<file path="src/rtl/mem_stage.sv">
// MIPS MEM stage: registers the EX bus, extracts and extends load data, and drives the WB and RF-forward buses.
// Outputs are combinational from the stage register (1 cycle after EX); stall[3] holds the stage, and a held load keeps its SRAM word.
module mem_stage #(
    parameter int EX_TO_MEM_WD = 147,
    parameter int MEM_TO_WB_WD = 136,
    parameter int MEM_TO_RF_WD = 104,
    parameter int STALL_WD     = 6
) (
    input  logic                    clk,
    input  logic                    rst,
    input  logic [STALL_WD-1:0]     stall,
    input  logic [EX_TO_MEM_WD-1:0] ex_to_mem_bus,
    input  logic [31:0]             data_sram_rdata,
    output logic [MEM_TO_WB_WD-1:0] mem_to_wb_bus,
    output logic [MEM_TO_RF_WD-1:0] mem_to_rf_bus
);

    typedef struct packed {
        logic [4:0]  mem_op;     // {lb, lbu, lh, lhu, lw}
        logic [65:0] hilo_bus;
        logic [31:0] pc;
        logic        data_ram_en;
        logic [3:0]  data_ram_wen;
        logic        sel_rf_res;
        logic        rf_we;
        logic [4:0]  rf_waddr;
        logic [31:0] ex_result;
    } ex_mem_t;

    ex_mem_t     bus_q, bus_d;
    logic        buf_valid_q, buf_valid_d;
    logic [31:0] buf_data_q, buf_data_d;

    logic        mem_stop;
    logic        bubble;
    logic [31:0] rd_word;
    logic [1:0]  addr_lo;
    logic [7:0]  byte_sel;
    logic [15:0] half_sel;
    logic [31:0] load_data;
    logic [31:0] rf_wdata;
    logic        unused_stall_bits;

    assign mem_stop          = stall[3];
    assign bubble            = stall[3] & ~stall[4];
    assign unused_stall_bits = ^{stall[STALL_WD-1:5], stall[2:0]};

    always_comb begin
        bus_d = bus_q;
        if (bubble) begin
            bus_d = '0;
        end else if (!mem_stop) begin
            bus_d = ex_mem_t'(ex_to_mem_bus);
        end
    end

    // Capture the SRAM word on the first held cycle only, so a stalled load keeps its original data.
    always_comb begin
        buf_valid_d = buf_valid_q;
        buf_data_d  = buf_data_q;
        if (!mem_stop || bubble) begin
            buf_valid_d = 1'b0;
        end else if (!buf_valid_q && bus_q.data_ram_en && (bus_q.data_ram_wen == 4'b0000)) begin
            buf_valid_d = 1'b1;
            buf_data_d  = data_sram_rdata;
        end
    end

    always_ff @(posedge clk or posedge rst) begin
        if (rst) begin
            bus_q       <= '0;
            buf_valid_q <= 1'b0;
            buf_data_q  <= '0;
        end else begin
            bus_q       <= bus_d;
            buf_valid_q <= buf_valid_d;
            buf_data_q  <= buf_data_d;
        end
    end

    assign rd_word = buf_valid_q ? buf_data_q : data_sram_rdata;
    assign addr_lo = bus_q.ex_result[1:0];

    always_comb begin
        byte_sel = rd_word[7:0];
        case (addr_lo)
            2'd0: byte_sel = rd_word[7:0];
            2'd1: byte_sel = rd_word[15:8];
            2'd2: byte_sel = rd_word[23:16];
            2'd3: byte_sel = rd_word[31:24];
            default: byte_sel = rd_word[7:0];
        endcase
    end

    assign half_sel = addr_lo[1] ? rd_word[31:16] : rd_word[15:0];

    // lw, and sel_rf_res with no mem_op, fall through to the raw word.
    always_comb begin
        load_data = rd_word;
        if (bus_q.mem_op[4]) begin
            load_data = {{24{byte_sel[7]}}, byte_sel};
        end else if (bus_q.mem_op[3]) begin
            load_data = {24'h0, byte_sel};
        end else if (bus_q.mem_op[2]) begin
            load_data = {{16{half_sel[15]}}, half_sel};
        end else if (bus_q.mem_op[1]) begin
            load_data = {16'h0, half_sel};
        end
    end

    assign rf_wdata = bus_q.sel_rf_res ? load_data : bus_q.ex_result;

    assign mem_to_wb_bus = {bus_q.hilo_bus, bus_q.pc, bus_q.rf_we, bus_q.rf_waddr, rf_wdata};
    assign mem_to_rf_bus = {bus_q.hilo_bus, bus_q.rf_we, bus_q.rf_waddr, rf_wdata};

endmodule
</file>
<file path="config.mk">
export PLATFORM = sky130hd
export DESIGN_NAME = mem_stage
export DESIGN_NICKNAME = d
export VERILOG_FILES = /design/src/rtl/mem_stage.sv
export SDC_FILE = /design/constraint.sdc
export NUM_CORES = 1
export LEC_CHECK = 0
export CAP_MARGIN = 0
export CORE_AREA = 2 2 165 167
export DETAILED_ROUTE_END_ITERATION = 12
export DIE_AREA = 0 0 167 169
export GPL_ROUTABILITY_DRIVEN = 0
export HOLD_SLACK_MARGIN = 0.06
export PLACE_DENSITY = 0.78
export SETUP_SLACK_MARGIN = 0.15
export SYNTH_ARGS = -nofsm -noshare
export SYNTH_HDL_FRONTEND = slang
export SYNTH_SLANG_ARGS = --single-unit
</file>
<file path="constraint.sdc">
create_clock -name clk -period 10.6 [get_ports clk]
set_input_delay 1.59 -clock clk [delete_from_list [all_inputs] [get_ports clk]]
set_output_delay 1.59 -clock clk [all_outputs]
set_load 0.02 [all_outputs]
</file>
-- After elaboration in Yosys (flattened, before gate mapping)
Index checks and enable logic that the tools add are counted.
- bits in latches: 0
- ROM bits: 0
- memories: 0
- output and inout port bits: 240
- bits in registers: 180
- RAM bits: 0
- logic and storage cells: 39
- order comparisons: 0
- $add $sub $neg: 0
- equality and inequality tests: 4
- multipliers: 0
- divide/modulo/power cells: 0
- reduce and logical (&&, ||, !) cells: 9
- bitwise operators: 3
- shifts and indexed selects: 0
- muxes and demuxes: 12
- operators with widths (operator ; number):
    $mux W147 ; 2
    $mux W32 ; 6
    $pmux W8 S4 ; 1
    $mux W16 ; 1
    $eq A2 B2 Y1 const B ; 2
    $logic_not A4 Y1 ; 1
    $eq A2 B1 Y1 const B ; 1
    $logic_and A1 B1 Y1 ; 2
    $logic_not A1 Y1 ; 2
    $logic_not A2 Y1 ; 1
    $mux W1 ; 2
    $ne A2 B1 Y1 const B ; 1
    $not A1 Y1 ; 2
    $reduce_and A2 Y1 ; 1
    $reduce_bool A2 Y1 ; 1
    $and A1 B1 Y1 ; 1
    $logic_or A1 B1 Y1 ; 1

-- Logic depth before layout (Yosys ltp)
- depth in word-level cells: 7
- depth in mapped cells: 8

-- Worst setup path after synthesis
Ideal clock, no wire load.
- kind: input to output
- from: input port data_sram_rdata[31]
- to: output port mem_to_wb_bus[21]
- stages on the path: 6
- slack: 5.643 ns
- buffers on the path: 2
- required time: 9.010 ns
- arrival time: 3.367 ns
- cells stage by stage: mux2_2 mux4_2 a221o_1 buf_6 o22a_1 buf_4
- cells in the longest elaborated chain, start to end: 6
- elaborated cells on any way between the ends: 7
- classes of those cells: mux (7)
- ends and longest elaborated chain (element ; line ; RTL):
    start: declaration ; 13 ; input logic [31:0] data_sram_rdata,
    $mux W32 * ; 81 ; assign rd_word = buf_valid_q ? buf_data_q : data_sram_rdata;
    $mux W16 ; 95 ; assign half_sel = addr_lo[1] ? rd_word[31:16] : rd_word[15:0];
    $mux W32 ; 104 ; end else if (bus_q.mem_op[2]) begin
    $mux W32 ; 102 ; end else if (bus_q.mem_op[3]) begin
    $mux W32 * ; 100 ; if (bus_q.mem_op[4]) begin
    $mux W32 * ; 111 ; assign rf_wdata = bus_q.sel_rf_res ? load_data : bus_q.ex_result;
    end: declaration ; 14 ; output logic [MEM_TO_WB_WD-1:0] mem_to_wb_bus,
Mark *: on every way between the ends. The rest lies on a longest branch, timed or not.

-- Worst setup path in the final report
- from: input port data_sram_rdata[15]
- to: output port mem_to_wb_bus[10]
- cells in the longest elaborated chain, start to end: 4
- ends and longest elaborated chain (element ; line ; RTL):
    $mux W32 ; 81 ;
    $pmux W8 S4 ; 86 ; case (addr_lo)
    $mux W32 ; 100 ;
    $mux W32 ; 111 ;
Every way passes these cells.

==> impl_metrics.py <==
metrics = {
    "outcome": {
        "outcome": "complete, no violations",
    },
    "finish": {
        "nFillCells": 2443,
        "area.growth.synth_to_final_pct": 35.3,
        "layout-drive-gt1-share_pct": 7.61,
        "num-nets-final": 1448,
        "final_core_util_pct": 50.5,
    },
    "floorplanning": {
        "placeableCoreArea_mm2": 0.0265,
        "initial_core_utilization_pct": 37.3,
        "num_rows": 60,
        "floorplan.die.width_um": 167,
        "die_h_um": 169,
        "io_pins": 427,
        "design.die.area_mm2": 0.0282,
    },
    "place": {
        "post_detail_place_hpwl_mm": 20.5,
        "numPortBuffers": 421,
        "place_worst_setup_slack_ns": 4.40,
    },
    "setup_path": {
        "cp_slowest_stage_delay_ns": 0.72,
        "cpMaxStageDelayCell": "sky130_fd_sc_hd__a21oi_1",
        "worst-r2r-setup-slack_ns": 8.56,
        "timing_worst_setup_path_type": "input pin to output port",
        "timing.critical_path.required_ns": 9.01,
        "crit-reg2reg-capture": "buf_data_q[11]",
        "timing.critical_path.buf_inv": 2,
        "cell_type_group_with_the_largest_total_delay_on_the_critical_path": "buffers and inverters",
        "path_cells": "clkdlybuf4s50_1 -> mux2_2 -> mux4_2 -> a21oi_1 -> a21oi_1 -> clkdlybuf4s50_1",
        "worstPathArrival_ns": 4.62,
        "ff2ff_path_depth": 5,
        "crit_path_end_kind": "output port",
        "path_max_fanout": 9,
        "worstReg2RegStart": "buf_valid_q",
        "critPathLaunchType": "input pin",
    },
    "power_and_ir_drop": {
        "p_comb_share_pct": 26.7,
        "pwr-share-clk_pct": 31.9,
        "power.density_mw_per_mm2": 146,
        "power.share.sequential_pct": 41.4,
        "switching_share_pct": 31.0,
        "irDropWorstVdd_mv": 0.0716,
        "internal-power_mw": 1.35,
        "leakage_power_figure_nw": 5.91,
        "power_switching_uw": 606,
    },
    "worst_hold_path": {
        "hold_start": "bus_q[42]",
        "min_delay_worst_type": "flop to flop",
        "holdPathStages": 2,
        "timing.hold.worst_endpoint": "bus_q[42]",
    },
    "logic_synthesis": {
        "synth-edff-count": 0,
        "postSynthNetCount": 1273,
        "ys_seq_area_share_pct": 45.3,
        "synth_top_cell_by_area": "sky130_fd_sc_hd__dfrtp_1",
        "post_synth_instance_area_mm2": 0.00989,
        "syn_area_per_cell_um2": 9.11,
        "synth_cell_types": 30,
        "number_of_storage_elements_in_the_synthesis_netlist": 179,
        "synth.yosys.warnings": 0,
        "synth_largest_type_area_fraction_pct": 45.3,
        "synth_async_sr_flop_share_pct": 100,
        "top_flip_flop_cell_by_instance_count_after_synthesis": "sky130_fd_sc_hd__dfrtp_1",
        "yosys-top-cells-area": "sky130_fd_sc_hd__dfrtp_1 (45%), sky130_fd_sc_hd__buf_4 (16%), sky130_fd_sc_hd__o21ai_0 (7.8%)",
        "gate_count_after_technology_mapping": 1086,
    },
    "grt": {
        "grt_util_met3_pct": 5.75,
        "via_count_of_the_first_global_routing_pass": 7696,
        "global_route_met1_usage_pct": 24.6,
        "grt_pass1_wl_mm": 43.5,
        "number_of_antenna_violations_at_the_first_check_in_global_routing": 6,
        "globalRouteOverflowTotal": 0,
        "grtUsageTotal_pct": 19.6,
        "grt_start_max_net_pins": 108,
        "globalRouteMet2Util_pct": 31.9,
        "grt_busiest_layer": "met2",
    },
    "clock_network": {
        "clk_pin_slew_ns": 0.07,
        "tritoncts": "yes",
        "cts-htree-levels": 4,
        "post-cts-setup-buffer-count": 0,
        "cts-buffers-inserted": 17,
        "cts_max_path_buffers": 2,
        "hold_buffers": 0,
        "tritoncts_num_sinks": 179,
        "latest_clock_arrival_within_the_worst_skew_pair_ns": 0.42,
        "cts_root_buf": "sky130_fd_sc_hd__clkbuf_16",
        "cts_resized": 0,
    },
    "sta": {
        "setup_tns_ns": 0,
        "final.period_utilization_pct": 58.6,
        "max_freq_ghz": 0.161,
        "rsz0062_at_grt": "no",
        "finalMaxSlewViolations": 0,
        "layout_setup_ws_ns": 4.39,
        "hold_viol_final": 0,
        "finalWorstPathRequiredPeriod_ns": 6.21,
        "timing.clock.skew_ns": 0.0114,
        "worst_margin_pin_slew_ns": 1.10,
        "slew_headroom_pct": 26.2,
        "report.final.setup_viol": 0,
    },
    "route": {
        "drt_pass1_iterations": 4,
        "drt_first_iter_violations": 489,
        "dr_total_vias": 7619,
        "drt_drc_violations_left": 0,
        "route.final.wire_length_mm": 27.9,
        "detail-route-antenna-nets": 0,
        "detail_route.wl_per_cell_um": 17.2,
        "post_drt_via_cell_ratio": 4.70,
    },
    "flow_run": {
        "max_cap_viol_count": 0,
    },
}
[synth_stat cells, types with 3 or more instances]
library cell / instances
sky130_fd_sc_hd__mux4_2: 9
sky130_fd_sc_hd__buf_1: 13
sky130_fd_sc_hd__a31oi_1: 4
sky130_fd_sc_hd__mux2i_1: 31
sky130_fd_sc_hd__nand2_1: 43
sky130_fd_sc_hd__mux2_2: 43
sky130_fd_sc_hd__inv_1: 150
sky130_fd_sc_hd__and2_1: 3
sky130_fd_sc_hd__o22a_1: 19
sky130_fd_sc_hd__nor2_1: 29
sky130_fd_sc_hd__dfrtp_1: 179
sky130_fd_sc_hd__a21oi_1: 12
sky130_fd_sc_hd__buf_2: 4
sky130_fd_sc_hd__o21ai_0: 154
sky130_fd_sc_hd__buf_4: 208
sky130_fd_sc_hd__clkbuf_1: 47
sky130_fd_sc_hd__nand3_1: 121
[placed cells by master, fill, tap and decap left out, types with 2 or more instances in the layout]
master and n:
sky130_fd_sc_hd__clkinv_4 5, sky130_fd_sc_hd__o2bb2ai_1 2, sky130_fd_sc_hd__clkbuf_16 17, sky130_fd_sc_hd__nand3_1 121
sky130_fd_sc_hd__a21oi_1 12, sky130_fd_sc_hd__buf_4 9, sky130_fd_sc_hd__o21ai_0 154, sky130_fd_sc_hd__o22a_1 19
sky130_fd_sc_hd__diode_2 5, sky130_fd_sc_hd__o22ai_1 2, sky130_fd_sc_hd__inv_8 4, sky130_fd_sc_hd__a31oi_1 4
sky130_fd_sc_hd__nor2b_1 2, sky130_fd_sc_hd__nor2_1 29, sky130_fd_sc_hd__clkdlybuf4s50_1 419, sky130_fd_sc_hd__mux2i_1 31
sky130_fd_sc_hd__dfrtp_1 178, sky130_fd_sc_hd__inv_6 2, sky130_fd_sc_hd__mux2_2 43, sky130_fd_sc_hd__and2_1 3
sky130_fd_sc_hd__nand2b_1 2, sky130_fd_sc_hd__clkbuf_8 3, sky130_fd_sc_hd__inv_1 149, sky130_fd_sc_hd__nand2_1 43
sky130_fd_sc_hd__mux4_2 9
[routing by layer]
layer / part of all wire (%) / routed length (um)
met1: 42 / 11700
met4: 2.1 / 598
met3: 7.1 / 1980
met2: 49 / 13600
met5: 0.057 / 16
[area by class of cell]
| class | count | area, um2 | share of cell area [%] |
|---|---|---|---|
| tap | 341 | 427 | 3.19 |
| sequential | 179 | 4480 | 33.5 |
| clock buffer | 20 | 467 | 3.49 |
| inverter | 150 | 571 | 4.26 |
| antenna | 5 | 12.5 | 0.0935 |
| clock inverter | 12 | 119 | 0.888 |
| timing repair buffer | 429 | 4270 | 31.9 |
| multi-input combinational | 484 | 3030 | 22.7 |
[worst register-to-register path, delay by kind of cell, from the launching register on]
family	cells	cell delay (ns)
buffers and inverters	2	0.95
and+or+nand+nor	2	0.22
DFF	1	0.34
muxes	1	0.42
[worst max-delay path by stage]
stage,start,endpoint,slack [ns],cells past startpoint
after global routing,data_sram_rdata[15],mem_to_rf_bus[8],4.33,6
after global placement,data_sram_rdata[15],mem_to_wb_bus[8],4.49,6
after floorplan,rst,addr_lo[0],4.15,1
final,data_sram_rdata[15],mem_to_wb_bus[10],4.39,6
after detailed placement,data_sram_rdata[15],mem_to_wb_bus[10],4.40,6
after CTS,data_sram_rdata[15],mem_to_wb_bus[10],4.43,6
[state kept, by name, summed over array words and instances, names as in the netlist]
signal and cells:
addr_lo 2, buf_valid_q 1, mem_to_rf_bus 72, bus_q 40, buf_data_q 32, mem_to_wb_bus 32
[logic make-up (layout without fill, tap and decap cells)]
group	after synthesis	count (layout)	synth area share, %
simple gates	203	203	9.52
mux	83	83	10.1
buf+inv	423	611	24.1
compound gates	198	198	11.0
flops	179	179	45.3
other cells	0	5	0
[power by group through the flow]
| stage | Sequential, mW | Clock (mW) | Combinational [mW] |
|---|---|---|---|
| after floorplan | 0.804 | 0 | 0.350 |
| after global placement | 0.817 | 0 | 0.516 |
| after detailed placement | 0.823 | 0 | 0.524 |
| after CTS | 0.811 | 0.646 | 0.526 |
| after global routing | 0.821 | 0.675 | 0.556 |
| final | 0.811 | 0.625 | 0.522 |
[through the flow]
step	area (um2)	hold slack, ns	power (mW)	instances
after global routing	13400	0.524	2.05	1618
after floorplan	9890	0.442	1.15	1086
final	13400	0.490	1.96	1620
after CTS	13400	0.499	1.98	1615
after global placement	12800	0.459	1.33	1583
after detailed placement	12800	0.483	1.35	1583
Note: power is estimated with default switching activity, not from simulation.
